### config.mk
export PLATFORM = sky130hd
export DESIGN_NAME = arbitro_memoria
export DESIGN_NICKNAME = d
export VERILOG_FILES = /design/src/rtl/arbitro_memoria.sv
export SDC_FILE = /design/constraint.sdc
export NUM_CORES = 1
export LEC_CHECK = 0
export ABC_CLOCK_PERIOD_IN_PS = 2600
export CAP_MARGIN = 30
export CORE_UTILIZATION = 42
export DETAILED_ROUTE_END_ITERATION = 8
export GPL_TIMING_DRIVEN = 0
export PLACE_DENSITY = 0.84
export SYNTH_ARGS = -nofsm -noshare
export SYNTH_HDL_FRONTEND = slang
export SYNTH_SLANG_ARGS = --single-unit
### constraint.sdc
create_clock -name Clock -period 2.6 [get_ports Clock]
set_input_delay 0.52 -clock Clock [delete_from_list [all_inputs] [get_ports Clock]]
set_output_delay 0.52 -clock Clock [all_outputs]
set_load 0.03 [all_outputs]
### src/rtl/arbitro_memoria.sv
// rtl/arbitro_memoria.sv - two-port data memory arbiter with a three-state access FSM
//
// Purpose: serialises accesses from port 0 (processor) and port 1 (DMA/loader)
// onto a single data memory. Each access takes three cycles:
//   OCIOSO (sample and latch the winner), ACESSO (strobe), RESPOSTA (Ack).
//
// Ports:
//   Clock, Reset            system clock, synchronous active-high reset
//   Req0/1, Escr0/1         request and access type (1 = write) per port
//   Endereco0/1, DadoEscr0/1  address and write data per port
//   Ack0/1                  one-cycle completion pulse to the granted port
//   DadoLido0/1             per-port registered read data
//   Endereco, DadoEscr      address / write data to the memory
//   MenWrite, MenRead       memory strobes, high only in ACESSO
//   DadoMem                 read data from the memory
//   Ocupado                 high whenever the FSM is not in OCIOSO
//
// Macro PRIORIDADE_FIXA_EN: when defined, port 0 always wins a tie;
// otherwise ties alternate (round-robin).
module arbitro_memoria #(
  parameter int LARG_END  = 8,
  parameter int LARG_DADO = 8
) (
  input  logic                 Clock,
  input  logic                 Reset,
  input  logic                 Req0,
  input  logic                 Req1,
  input  logic                 Escr0,
  input  logic                 Escr1,
  input  logic [LARG_END-1:0]  Endereco0,
  input  logic [LARG_END-1:0]  Endereco1,
  input  logic [LARG_DADO-1:0] DadoEscr0,
  input  logic [LARG_DADO-1:0] DadoEscr1,
  output logic                 Ack0,
  output logic                 Ack1,
  output logic [LARG_DADO-1:0] DadoLido0,
  output logic [LARG_DADO-1:0] DadoLido1,
  output logic [LARG_END-1:0]  Endereco,
  output logic [LARG_DADO-1:0] DadoEscr,
  output logic                 MenWrite,
  output logic                 MenRead,
  input  logic [LARG_DADO-1:0] DadoMem,
  output logic                 Ocupado
);

  typedef enum logic [1:0] {OCIOSO, ACESSO, RESPOSTA} estado_t;

  estado_t estado, proximo;
  logic    porta;     // port granted for the access in flight
  logic    escr;      // latched access type
  logic    ponteiro;  // port that wins when both request together
  logic    vencedor;  // winner of the current OCIOSO sample
  logic    concede;   // a grant happens at the end of this cycle

  assign concede = (estado == OCIOSO) && (Req0 || Req1);

  always_comb begin
    vencedor = 1'b0;
    if (Req0 && Req1) begin
      vencedor = ponteiro;
    end else if (Req1) begin
      vencedor = 1'b1;
    end
  end

`ifdef PRIORIDADE_FIXA_EN
  assign ponteiro = 1'b0;
`else
  // After every grant the tie goes to the port that just lost.
  always_ff @(posedge Clock) begin
    if (Reset) begin
      ponteiro <= 1'b0;
    end else if (concede) begin
      ponteiro <= ~vencedor;
    end
  end
`endif

  always_ff @(posedge Clock) begin
    if (Reset) begin
      estado <= OCIOSO;
    end else begin
      estado <= proximo;
    end
  end

  // Strobes and Acks decode straight from the state register, so a reset
  // edge removes them immediately and abandons any access in flight.
  always_comb begin
    proximo  = estado;
    MenWrite = 1'b0;
    MenRead  = 1'b0;
    Ack0     = 1'b0;
    Ack1     = 1'b0;
    case (estado)
      OCIOSO: begin
        if (Req0 || Req1) begin
          proximo = ACESSO;
        end
      end
      ACESSO: begin
        proximo  = RESPOSTA;
        MenWrite = escr;
        MenRead  = ~escr;
      end
      RESPOSTA: begin
        proximo = OCIOSO;
        Ack0    = ~porta;
        Ack1    = porta;
      end
      default: proximo = OCIOSO;
    endcase
  end

  assign Ocupado = (estado != OCIOSO);

  // The request is captured once in OCIOSO; the requester may drop Req
  // afterwards without affecting the access.
  always_ff @(posedge Clock) begin
    if (Reset) begin
      porta     <= 1'b0;
      escr      <= 1'b0;
      Endereco  <= '0;
      DadoEscr  <= '0;
      DadoLido0 <= '0;
      DadoLido1 <= '0;
    end else begin
      if (concede) begin
        porta    <= vencedor;
        escr     <= vencedor ? Escr1 : Escr0;
        Endereco <= vencedor ? Endereco1 : Endereco0;
        DadoEscr <= vencedor ? DadoEscr1 : DadoEscr0;
      end
      if ((estado == ACESSO) && !escr) begin
        if (porta) begin
          DadoLido1 <= DadoMem;
        end else begin
          DadoLido0 <= DadoMem;
        end
      end
    end
  end

endmodule

# After elaboration in Yosys (flattened, before gate mapping)
# Index checks and enable logic that the tools add are counted.
# word_totals
reg_bits	37
in_bits	46
output_inout_bits	37
wordCells	34
# op_classes
eq_ne	3
muxes	11
bitwise	3
n_reduce_logical	9
# op_table
operator	count
$mux 8	2
$mux 1	7
$pmux 2 s2	1
$reduce_and 2->1	2
$logic_and 1x1->1	3
$not 1->1	3
$eq 2x1->1 const B	1
$eq 2x2->1 const B	1
$logic_not 2->1	1
$mux 2	1
$ne 2x1->1 const B	1
$reduce_bool 2->1	1
$logic_not 1->1	1
$logic_or 1x1->1	1

# Longest topological paths before layout
# depth
ltp_word	3
depth_mapped	5
depth_no_buf	4

# Least setup slack after synthesis
# No wires, ideal clock.
# synth_path
path_type	reg2out
startpoint	register estado[1]
endpoint	output Ack0
t_arrival_ns	1.136
setup_slack_ns	0.944
stages_incl_launch_ff	2
path_buffers	0
cell_sequence	dfxtp_1 > nor3b_1
# synth_via
elab_chain_cells	2
# synth_rtl
element	line_no	rtl
start, declared	48	estado_t estado, proximo;
start signal, assigned	83	estado <= proximo;
$eq 2x2->1	95	case (estado)
$mux 1	95	
end, declared	34	output logic Ack0,
# Every way passes these cells.

# Worst setup path in the final report
# Ends and elaborated chain as after synthesis.

==> results.toml <==
[outcome]
status = "finished clean"

[sta]
slew_headroom_pct = 48.7
fin_worst_skew_ns = 0.00604
setup-tns-final_ns = 0
worst_pin_slew_ns = 0.768
rsz0062_at_grt = "false"
slew_viol_final = 0
final-setup-viol-count = 0
period_share_pct = 82.5
final.min_clock_period_ns = 2.14
finalHoldViolations = 0
max_freq_ghz = 0.466
hold_slack_ns = 0.455
setup_ws_ns = 0.455

[placement]
pre_cts_slack_ns = 0.539
gp_congestion = 0.790
placed_area_um2 = 2470
dp_cells = 315
portBuffers = 81
place_hpwl_mm = 3.17

[clocking]
cts_buffer_depth = 2
root_buffer = "clkbuf_8"
cts_sinks = 37
cts_hold_buf = 0
clkLatencyLatePin_ns = 0.29
postCtsSetupBuffers = 0
clkTransAtPathRegs_ns = 0.07
cts_tree = "built"
cts_made_buffers = 5
cts_resized = 0
ctsHtreeMaxLevel = 2

[route]
vias = 1738
drc_errors = 0
drt_wl_total_mm = 4.43
drt_pass1_iterations = 4
viasPerCell = 5.38
ant_nets = 0
wire_per_inst_um = 13.7
first_iter_violations = 65

[job]
drv_cap = 0

[finish]
synthToLayoutAreaGrowth_pct = 62.7
drive_above_1_share_pct = 9.45
antenna_cells = 0
fin_nets = 320
final_area_um2 = 2610
final_cells = 323

[power]
vdd.ir_drop.worst_v = 0.000323
power_density_nw_per_um2 = 633
leakagePower_uw = 0.000926

[die]
fp.coreArea_um2 = 3660
start_util_pct = 43.8
dieArea_um2 = 4070
die_x_um = 63.8
ioPinCount = 83
fp-row-count = 22
die_y_um = 63.8

[global_route]
grt_overflow = 0
grt_pass1_wl_mm = 7.47
grt_max_degree = 13
antenna_found_initial = 0
grt_usage_pct = 23.3
first_global_vias = 1686

[min_path]
hp-start = "DadoLido0[2]"
hold_path_class = "flop to flop"
hold_path_depth = 2
min_to = "DadoLido0[2]"

[setup_path]
reg2reg_slack_ns = 1.17
worstSetupPathType = "flop to output port"
worstSetupStartpointType = "flop"
cp_cell_sequence = "nor3b_1 > clkdlybuf4s50_1"
r2r-start = "estado[1]"
cp.arrival_ns = 1.62
worstPathRequired_ns = 2.08
crit_path_end_kind = "output port"
cpPeakStageDelay_ns = 0.70
crit_family = "buffers and inverters"
crit_fanout = 7
rr_worst_depth = 5
cp_num_buf_inv = 1
slowest_stage = "clkdlybuf4s50_1"
timing.rr.end = "escr"

[synthesis]
ys_seq_elements = 37
syn_area_per_cell_um2 = 8.62
yosysUniqueCellTypes = 24
synth-compound-area-share_pct = 23.9
ys_seq_area_share_pct = 46.2
synth_fa_ha_area_share_pct = 0
post_synth_and_or_nand_nor_area_fraction_pct = 18.5
synth_top_family_by_area = "compound AO/OA/AOI/OAI gates"
ys.warnings.count = 0
synth_cells = 186
synth_mux_area_share_pct = 5.00
synth-xor-area-share_pct = 0
netlist_area_um2 = 1600
synth.net_count = 232
layer usage:
metal / vias up / share of wire [%] / global-route usage, % / wire (µm)
met4: 0 / 1.8 / 11.4 / 79
met1: 785 / 43 / 27.0 / 1900
li1: 855 / - / - / -
met2: 86 / 47 / 38.7 / 2080
met3: 12 / 8.2 / 7.32 / 365
met5: - / 0 / 0 / 0
sequential cells by signal (all words and copies together) (netlist names):
name       cells
DadoEscr       8
escr           1
ponteiro       1
DadoLido0      8
estado         2
DadoLido1      8
porta          1
Endereco       8
report_power, final:
part / total, µW / leakage, µW / internal [µW] / switching [µW]
sequential: 643 / 0.000304 / 613 / 29.8
combinational: 421 / 0.000554 / 197 / 224
clock: 586 / 0.0000681 / 381 / 205
final cells by class:
cell class	instances	area [µm²]
buffer	17	91.3
tap	48	60.1
inverter	3	11.3
multi-input combinational	129	759
clock buffer	5	68.8
fill	311	1050
clock inverter	3	65.1
timing repair buffer	81	811
sequential	37	741
kinds of logic after synthesis:
group,count (synthesis)
flops,37
simple gates,58
mux,8
compound gates,63
buf+inv,20
synthesized netlist by cell type:
cell type  instances  area [µm²]
dfxtp_1           37         741
a21oi_1           27         135
a311oi_1          18         158
nand3_1           18        90.1
o21ai_0           18        90.1
nand2_1           16        60.1
nor2_1            13        48.8
mux2i_1            8        80.1
buf_2              7        35.0
buf_4              5        37.5
clkbuf_1           4        15.0
inv_1              2        7.51
nand2b_1           2        12.5
and2b_2            1        8.76
and3b_1            1        8.76
and4bb_2           1        12.5
buf_1              1        3.75
inv_2              1        3.75
nor2_4             1        11.3
nor3_1             1        5.00
nor3b_1            1        7.51
nor4b_2            1        15.0
or2_2              1        6.26
or4b_1             1        10.0
worst max-delay path by stage:
stage              start          end  cells after the start
5_1_grt        estado[1]         Ack0                      2
4_1_cts        estado[1]         Ack0                      2
3_3_place_gp        Req1  DadoEscr[0]                      5
3_5_place_dp        Req1  Endereco[6]                      5
2_1_floorplan  estado[1]         Ack0                      1
6_report       estado[1]         Ack0                      2
worst register-to-register path: cells and delay by family, from the launching register on:
| kind | cells | cell delay [ns] |
|---|---|---|
| DFF | 1 | 0.36 |
| buffers and inverters | 2 | 0.37 |
| AOI/OAI and AO/OA | 1 | 0.12 |
| and+or+nand+nor | 2 | 0.45 |
metrics by stage:
stage,power [µW],utilization [%]
final,1650,71.2
after global routing,1720,71.2
after CTS,1660,71.2
after detailed placement,1070,67.6
after global placement,1070,67.6
after floorplan,882,-
cell usage in the layout (no fill, tap or decap):
master,Yosys,final
buf_4,5,5
and3b_1,1,1
buf_1,1,1
buf_2,7,7
clkbuf_8,0,5
bufinv_16,0,2
or4b_1,1,1
nand3_1,18,18
nor4b_2,1,1
and2b_2,1,1
nand2_1,16,16
clkdlybuf4s50_1,0,81
o21ai_0,18,18
nand2b_1,2,2
nor3_1,1,1
mux2i_1,8,8
nor2_1,13,13
dfxtp_1,37,37
nor2_4,1,1
nor3b_1,1,1
clkinv_2,0,1
a21oi_1,27,27
a311oi_1,18,18
clkbuf_1,4,4
inv_2,1,1
and4bb_2,1,1
inv_1,2,2
or2_2,1,1
No activity file was read; power rests on OpenSTA's default activity.
